==> config.mk <==
export PLATFORM = sky130hd
export DESIGN_NAME = ram_port_scheduler
export DESIGN_NICKNAME = d
export VERILOG_FILES = /design/src/rtl/ram_port_scheduler.sv
export SDC_FILE = /design/constraint.sdc
export NUM_CORES = 1
export LEC_CHECK = 0
export CORE_MARGIN = 2
export CORE_UTILIZATION = 44
export DETAILED_ROUTE_END_ITERATION = 16
export DONT_BUFFER_PORTS = 1
export GPL_TIMING_DRIVEN = 0
export PLACE_DENSITY = 0.58
export SLEW_MARGIN = 20
export SYNTH_ARGS = -nofsm -noshare
export SYNTH_HDL_FRONTEND = slang
export SYNTH_SLANG_ARGS = --single-unit
==> constraint.sdc <==
create_clock -name clk -period 3.6 [get_ports clk]
set_clock_uncertainty 0.15 [all_clocks]
set_input_delay 0.72 -clock clk [delete_from_list [all_inputs] [get_ports clk]]
set_output_delay 0.72 -clock clk [all_outputs]
set_load 0.02 [all_outputs]
==> src/rtl/ram_port_scheduler.sv <==
// rtl/ram_port_scheduler.sv - single RAM port scheduler for one write, four reads and a DMA master
`timescale 1ns/1ps
module ram_port_scheduler #(
    parameter int ADDR_W = 14,
    parameter int DATA_W = 10,
    parameter int RD_LAT = 1
) (
    input  logic              clk,
    input  logic              rst,
    input  logic              wr_req,
    input  logic [ADDR_W-1:0] wr_addr,
    input  logic [DATA_W-1:0] wr_data,
    output logic              wr_ready,
    input  logic [3:0]        rd_req,
    input  logic [ADDR_W-1:0] rd_addr0,
    input  logic [ADDR_W-1:0] rd_addr1,
    input  logic [ADDR_W-1:0] rd_addr2,
    input  logic [ADDR_W-1:0] rd_addr3,
    output logic [DATA_W-1:0] rd_data0,
    output logic [DATA_W-1:0] rd_data1,
    output logic [DATA_W-1:0] rd_data2,
    output logic [DATA_W-1:0] rd_data3,
    output logic [3:0]        rd_ready,
    output logic              stall,
    input  logic              dma_req,
    output logic              dma_grant,
    input  logic [ADDR_W-1:0] dma_addr,
    input  logic [DATA_W-1:0] dma_wdata,
    input  logic              dma_read,
    input  logic              dma_write,
    output logic [DATA_W-1:0] dma_rdata,
    output logic              cpu_prio,
    output logic [ADDR_W-1:0] ram_addr,
    output logic [DATA_W-1:0] ram_wdata,
    output logic              ram_read,
    output logic              ram_write,
    input  logic [DATA_W-1:0] ram_rdata
);

    typedef enum logic [2:0] {S_IDLE, S_WR, S_RD, S_RWAIT, S_DMA} state_t;

    state_t            state;
    state_t            state_nxt;
    logic [1:0]        port;
    logic [1:0]        port_nxt;
    logic [1:0]        lat_cnt;
    logic [ADDR_W-1:0] sel_rd_addr;
    logic [ADDR_W-1:0] addr_q;
    logic [DATA_W-1:0] wdata_q;
    logic              read_q;
    logic              write_q;
    logic              wr_pend;
    logic [3:0]        rd_pend;
    logic              any_pend;
    logic              go_wr;
    logic              go_rd;
    logic              rd_done;
    logic              cpu_done;

    // A request is pending until its ready flag answers it; the processor stalls on any pending one.
    assign wr_pend  = wr_req & ~wr_ready;
    assign rd_pend  = rd_req & ~rd_ready;
    assign any_pend = wr_pend | (|rd_pend);
    assign stall    = any_pend;

    assign go_wr    = (state == S_IDLE) && (state_nxt == S_WR);
    assign go_rd    = (state == S_IDLE) && (state_nxt == S_RD);
    assign rd_done  = (state == S_RWAIT) && (lat_cnt == 2'd0);
    assign cpu_done = (state == S_WR) || rd_done;

    // The DMA master drives the RAM directly while it holds the grant.
    assign ram_addr  = dma_grant ? dma_addr  : addr_q;
    assign ram_wdata = dma_grant ? dma_wdata : wdata_q;
    assign ram_read  = dma_grant ? dma_read  : read_q;
    assign ram_write = dma_grant ? dma_write : write_q;
    assign dma_rdata = ram_rdata;

    // State register.
    always_ff @(posedge clk or posedge rst) begin
        if (rst) begin
            state <= S_IDLE;
        end else begin
            state <= state_nxt;
        end
    end

    // Arbitration in IDLE: DMA on idle processor or lost priority, then write ahead of reads, low read index first.
    always_comb begin
        state_nxt   = state;
        port_nxt    = 2'd0;
        sel_rd_addr = rd_addr0;
        for (int i = 3; i >= 0; i--) begin
            if (rd_pend[i]) begin
                port_nxt = 2'(i);
            end
        end
        case (port_nxt)
            2'd0:    sel_rd_addr = rd_addr0;
            2'd1:    sel_rd_addr = rd_addr1;
            2'd2:    sel_rd_addr = rd_addr2;
            default: sel_rd_addr = rd_addr3;
        endcase
        case (state)
            S_IDLE: begin
                if (dma_req && (!any_pend || !cpu_prio)) begin
                    state_nxt = S_DMA;
                end else if (wr_pend) begin
                    state_nxt = S_WR;
                end else if (|rd_pend) begin
                    state_nxt = S_RD;
                end
            end
            S_WR:    state_nxt = S_IDLE;
            S_RD:    state_nxt = S_RWAIT;
            S_RWAIT: if (lat_cnt == 2'd0) state_nxt = S_IDLE;
            S_DMA:   if (!dma_req) state_nxt = S_IDLE;
            default: state_nxt = S_IDLE;
        endcase
    end

    // RAM strobes, address/data hold registers and read latency counter.
    always_ff @(posedge clk or posedge rst) begin
        if (rst) begin
            addr_q  <= '0;
            wdata_q <= '0;
            read_q  <= 1'b0;
            write_q <= 1'b0;
            port    <= 2'd0;
            lat_cnt <= 2'd0;
        end else begin
            write_q <= go_wr;
            read_q  <= go_rd;
            if (go_wr) begin
                addr_q  <= wr_addr;
                wdata_q <= wr_data;
            end else if (go_rd) begin
                addr_q <= sel_rd_addr;
                port   <= port_nxt;
            end else if (dma_grant) begin
                addr_q  <= dma_addr;
                wdata_q <= dma_wdata;
            end
            if (state == S_RD) begin
                lat_cnt <= 2'(RD_LAT - 1);
            end else if ((state == S_RWAIT) && (lat_cnt != 2'd0)) begin
                lat_cnt <= lat_cnt - 2'd1;
            end
        end
    end

    // Ready flags, captured read data, grant and the alternating priority bit.
    always_ff @(posedge clk or posedge rst) begin
        if (rst) begin
            wr_ready  <= 1'b0;
            rd_ready  <= 4'b0;
            rd_data0  <= '0;
            rd_data1  <= '0;
            rd_data2  <= '0;
            rd_data3  <= '0;
            dma_grant <= 1'b0;
            cpu_prio  <= 1'b1;
        end else begin
            wr_ready  <= (wr_ready & wr_req) | (state == S_WR);
            rd_ready  <= (rd_ready & rd_req) | (rd_done ? (4'b0001 << port) : 4'b0000);
            dma_grant <= (state_nxt == S_DMA);
            if (rd_done) begin
                case (port)
                    2'd0:    rd_data0 <= ram_rdata;
                    2'd1:    rd_data1 <= ram_rdata;
                    2'd2:    rd_data2 <= ram_rdata;
                    default: rd_data3 <= ram_rdata;
                endcase
            end
            if ((state == S_DMA) && !dma_req) begin
                cpu_prio <= 1'b1;
            end else if (cpu_done && dma_req) begin
                cpu_prio <= 1'b0;
            end
        end
    end

endmodule

### Word level (Yosys, flattened, before mapping)

Cells that the tools add are included.
Widths: inputs -> output; s select.

| cells by class | value |
|---|---|
| add/subtract/negate cells | 1 |
| $mul | 0 |
| divide/modulo/power cells | 0 |
| $lt $le $gt $ge | 0 |
| equal/unequal tests | 12 |
| shift operators | 1 |
| mux-type cells | 24 |
| bitwise logic cells | 11 |
| reductions and logical operators | 26 |

Operators with widths:

| cell | count |
|---|---|
| $mux 14 | 3 |
| $pmux 14 s3 | 1 |
| $mux 10 | 3 |
| $mux 3 | 5 |
| $mux 2 | 6 |
| $pmux 3 s4 | 1 |
| $reduce_and 2->1 | 5 |
| $eq 3x2->1 const B | 3 |
| $and 4x4->4 | 2 |
| $logic_and 1x1->1 | 7 |
| $eq 3x1->1 const B | 2 |
| $eq 3x3->1 const B | 2 |
| $logic_not 2->1 | 3 |
| $reduce_bool 2->1 | 3 |
| $eq 2x1->1 const B | 2 |
| $eq 2x2->1 const B | 2 |
| $mux 1 | 4 |
| $mux 4 | 1 |
| $not 4->4 | 1 |
| $or 4x4->4 | 1 |
| $reduce_or 4->1 | 1 |
| $shl 1x2->4 const A | 1 |
| $logic_not 1->1 | 3 |
| $logic_not 3->1 | 1 |
| 7 further kinds | 12 |

| word-level totals | value |
|---|---|
| register bits | 80 |
| latch bits | 0 |
| memory bits (writable) | 0 |
| bits in read-only memories | 0 |
| bits of input ports | 124 |
| output and inout bits | 84 |
| memories | 0 |

### Longest topological paths before layout

Gate-level depths: netlist (run 1).

| logic depth | value |
|---|---|
| depth after elaboration | 13 |
| mapped depth | 8 |
| gate-level depth less buffers | 7 |

### Worst setup path after synthesis (run 1)

No wires, ideal clock.

| timing path | value |
|---|---|
| path kind | input port to output port |
| start | input rd_req[0] |
| end | output stall |
| data arrival time | 1.553 ns |
| required time | 2.730 ns |
| path slack | 1.177 ns |
| cell stages on the path | 5 |
| path through | nor2b_1 buf_4 nor2_1 buf_2 nand3_1 |

| on the way | value |
|---|---|
| longest elaborated chain between the ends | 3 |

RTL lines:

| item | RTL line | source |
|---|---|---|
| start: declaration | 14 | `input logic [3:0] rd_req,` |
| $and 4x4->4 | 62 | `assign rd_pend = rd_req & ~rd_ready;` |
| $reduce_or 4->1 | 63 | `assign any_pend = wr_pend \| (\|rd_pend);` |
| $or 1x1->1 | 63 |  |
| end: declaration | 24 | `output logic stall,` |

Every way passes these cells.

### Worst setup path in the final report (run 1)

| timing path | value |
|---|---|
| start | register dma_grant |
| end | output ram_addr[11] |

| on the way | value |
|---|---|
| longest elaborated chain between the ends | 1 |

RTL lines:

| item | RTL line | source |
|---|---|---|
| start: declaration | 26 | `output logic dma_grant,` |
| start signal: assignment | 165 | `dma_grant <= (state_nxt == S_DMA);` |
| $mux 14 | - |  |
| end: declaration | 33 | `output logic [ADDR_W-1:0] ram_addr,` |

Every way passes these cells.

==> results.txt, run 1 <==
The run finished with clean final reports. The net load switching power was 0.00192 W; the routed via count was 3118. From left edge to right edge, the die measures 103 µm. A synthesized cell averages 10.9 µm². The die height was 103 µm. The area share of xor/xnor cells in the synthesized design is 0%. The tightest hold path in the finished design has a slack of 162 ps. The multiplexer share of the synthesized area is 19.6%.

The number of enable-type register cells in the synthesized netlist is 0. The buffer count from post-CTS setup fixing was 0; the required time of the critical path was 2730 ps. The count of buffers added on input and output ports is 0.

The combined global-route utilization of all metal layers was 21.6%; the arrival time of data at the critical path endpoint was 2040 ps. The ratio of routed vias to standard cells came out at 5.75. The initial utilization of the core area, before any placement, comes to 44.7%. Signal routing reaches up to met4. The run gives 4290 µm² as the synthesized cell area. Via count of the first global-routing pass: 3148. The worst setup path is captured at a primary output. Gates resized during post-CTS repair numbered 0. Across the VDD grid, the largest voltage drop is 0.374 mV. For this run, the top clock speed supported by timing is 344 MHz.

Setup violations remaining at the end of the flow were counted as 0. Number of warnings issued by yosys: 0. The tightest min-delay check is of the in -> async type. Of all cell types, the one taking the most synthesized area is dfrtp_1. The area share of fa/ha/maj cells after synthesis works out to 0.292%. The total area inside the core boundary comes to 9590 µm². Time the final worst path needs with I/O delays and setup: 2910 ps.

The final routed wire length divided by cell count is 21.9 µm. Once detailed placement completed, the half-perimeter wirelength came to 9020 µm. In the final routing, the length of wire on met1 measures 4610 µm. The logs give 0 for the post-route DRC violation count and 392 for the count of mapped cells out of synthesis. For the pin with the worst max-slew slack, the measured transition is 658 ps. After routing the design area is 4680 µm². In this run the deepest clock path goes through 2 buffers. In this run, the combinational gates consume 40.5% of the power. Counting every net in the synthesized netlist gives 517. Clock-pin slew was measured on the worst setup and hold paths at 90 ps.

Flip-flop cell with the highest count after synthesis: dfrtp_1. The post-route fraction of the period consumed by the critical path works out to 80.8%. In this run, synthesis produced a sequential element count of 80. The congestion estimate from routability-driven global placement came to 0.780. The fraction of power spent switching nets is 44.5%. The share of Yosys cell area claimed by the top area cell type came out at 46.1%. Cell internal power was estimated by the tool at 0.00239 W.

Summing the areas of all compound-gate instances in the mapped netlist gives 14.9% of the synthesized area. After the first detailed-routing iteration, the DRC count stood at 88. The area growth from synthesis to layout works out to 9.23%. Summed over all layers, the routed wires come to 11900 µm. At the later pin of the worst-skew pair, clock insertion delay measures 350 ps.

Maximum net fanout on the critical path: 10. The total instance count after detailed placement was 526; the wire length on met3 was 1210 µm. Clock tree synthesis inserted a total of 9 buffers.

The routed design uses 5950 µm of met2 wire. The total die area was 10500 µm². In this run the core area contains 36 standard-cell rows.

The total congestion overflow after global routing was 0. After routing, the total negative slack on setup checks comes to 0 ps. Of all flip-flops after synthesis, the portion carrying an async set or reset was 100%. For the hold violation total from the final report, the log shows 0. The tool flagged a number of max-cap violations equal to 0. The repair_antennas step left the layout with diodes totalling 0. For this design the ratio of total power to cell area is 919 nW/µm². The final layout contains 529 nets. The run gives 2.00 nW as the total leakage power. The clock tree synthesis step divided the H-tree into 3 levels. The maximum number of pins on one net before global-route repair came out at 52. The number of antenna violations at the first check in global routing was 0. By area, the combinational part of the netlist is dominated by multiplexers. Setup repair after global routing left no endpoint under its margin. The cts-stage hold buffer count came out at 0. The logs give 542 for the count of placed standard cells in the final layout, fillers left out and 0 for the number of nets with antenna violations after detailed routing. TritonCTS built the clock tree. Headroom to the max-slew limit came out at 56.1%. Sequential cells burn 43.1% of the power. Of the synthesized area, sequential elements account for 46.7%. For this design, the sink count on the clock tree is 80. The fraction of layout instances using a drive strength above 1 was 32.8%.

For this design the top-level I/O count stands at 208. The pre-antenna-repair detailed-routing pass consisted of 4 iterations. The startpoint kind of the worst setup timing path is a flip-flop. The cell area reported after detailed placement is 4470 µm². In the post-synthesis netlist, the biggest area contributors are dfrtp_1 (46%), mux2_2 (17%), a21oi_1 (4.3%). The library cell used as clock root buffer was clkbuf_8. Summing the areas of all and, or, nand and nor instances in the mapped netlist gives 12.2% of the synthesized area.

In this run, distinct cell masters in the synthesized netlist total 41. The clock network accounts for 16.4% of the total power. The number of pins with negative max-slew slack in the final report was 0.

The critical path in this run is classified as reg -> out. Global-route wire length before repair: 17000 µm.
[synth_stat cells (2+ instances only)]
cell	number
a221o_1	14
buf_2	11
a22o_1	7
a31oi_1	2
clkbuf_1	4
nor2_1	30
o21ai_0	5
nor3_2	2
dfrtp_1	79
buf_8	2
mux2_2	65
o31ai_1	8
nor2b_1	11
nand2_1	29
nor3_1	8
nand4_1	7
a21oi_2	9
nand2b_1	4
a21o_1	3
nand3_1	3
buf_4	18
a21oi_1	37
inv_1	6
mux2i_1	11
[worst paths after layout]
| check | start | to | slack (ps) | depth (start not counted) |
|---|---|---|---|---|
| worst min register to register | lat_cnt[1] | lat_cnt[1] | 350 | 2 |
| max in group asynchronous | rst | addr_q[10] | 2540 | 2 |
| worst max register to register | wr_ready | port[1] | 1360 | 6 |
| min in group clk | rd_req[2] | rd_ready[2] | 330 | 1 |
| worst max-delay path | dma_grant | ram_addr[11] | 690 | 4 |
| worst min-delay path | rst | rd_data2[4] | 160 | 1 |
[cell usage in the layout (no fill, tap or decap), types with 2 or more instances in the layout]
master,netlist,final
a21o_1,3,3
a21oi_1,37,37
a21oi_2,9,9
a221o_1,14,14
a22o_1,7,7
a31oi_1,2,2
buf_2,11,11
buf_4,18,18
buf_8,2,2
clkbuf_1,4,4
clkbuf_8,0,9
clkinvlp_4,0,2
dfrtp_1,79,79
inv_1,6,5
inv_6,0,3
mux2_2,65,65
mux2i_1,11,11
nand2_1,29,29
nand2b_1,4,4
nand3_1,3,3
nand4_1,7,7
nor2_1,30,30
nor2b_1,11,11
nor3_1,8,8
nor3_2,2,2
o21ai_0,5,5
o31ai_1,8,8
[area by class of cell]
cell class | instances | area, µm²
fill | 880 | 4910
buffer | 36 | 240
timing repair buffer | 1 | 20.0
clock buffer | 9 | 124
multi-input combinational | 269 | 2020
clock inverter | 7 | 82.6
tap | 133 | 166
sequential | 80 | 2000
inverter | 7 | 28.8
[critical path, cell delays in order, from the launching register on]
cell and delay, ps:
dfrtp_1 460, clkbuf_1 390, buf_2 360, mux2i_1 310, inv_1 160
[sequential cells by signal, indices dropped and copies added, names as in the netlist, 3 cells and up]
| register | cells |
|---|---|
| state | 3 |
| rd_data0 | 10 |
| rd_ready | 4 |
| rd_data2 | 10 |
| rd_data1 | 10 |
| wdata_q | 10 |
| rd_data3 | 10 |
| addr_q | 14 |
[cell families after synthesis]
family	count (synthesis)
and+or+nand+nor	102
AOI/OAI and AO/OA	90
DFF	80
muxes	76
buffers and inverters	43
adders and majority gates	1
[per-stage QoR]
stage | total power (W) | utilization (%) | worst slack (ps)
global route | 0.00457 | 48.8 | 551
detailed placement | 0.00363 | 46.6 | 1010
finish | 0.00430 | 48.8 | 690
CTS | 0.00434 | 48.8 | 665
floorplan | 0.00326 | - | 680
global placement | 0.00357 | 46.4 | -247
[routing by layer]
metal	GRT usage, %	up-vias
met4	7.38	0
met1	25.0	1516
met3	7.66	12
li1	-	1427
met2	37.3	163
met5	0	-
[power by group through the flow]
stage	registers [W]	clock network (W)	logic [W]
2_1_floorplan	0.00177	0	0.00148
3_3_place_gp	0.00186	0	0.00171
3_5_place_dp	0.00187	0	0.00175
4_1_cts	0.00186	0.000725	0.00176
5_1_grt	0.00191	0.000759	0.00190
6_report	0.00185	0.000705	0.00174
Power figures use the tool's default switching activity.
==> inputs of run 2 (changes only) <==
==> constraint.sdc (replaced) <==
create_clock -name clk -period 3 [get_ports clk]
set_clock_uncertainty 0.15 [all_clocks]
set_input_delay 0.6 -clock clk [delete_from_list [all_inputs] [get_ports clk]]
set_output_delay 0.6 -clock clk [all_outputs]
set_load 0.02 [all_outputs]
==> results of run 2 <==
The final DEF is identical to that of run 1. Status: complete, no violations.
Among the figures that moved: setup slack after placement 1010 ps -> 594 ps; setup slack after layout 690 ps -> 210 ps; hold slack 162 ps -> 42.0 ps; register-to-register setup slack 1360 ps -> 760 ps; total power 0.00430 W -> 0.00516 W; worst IR drop on VDD 0.374 mV -> 0.448 mV
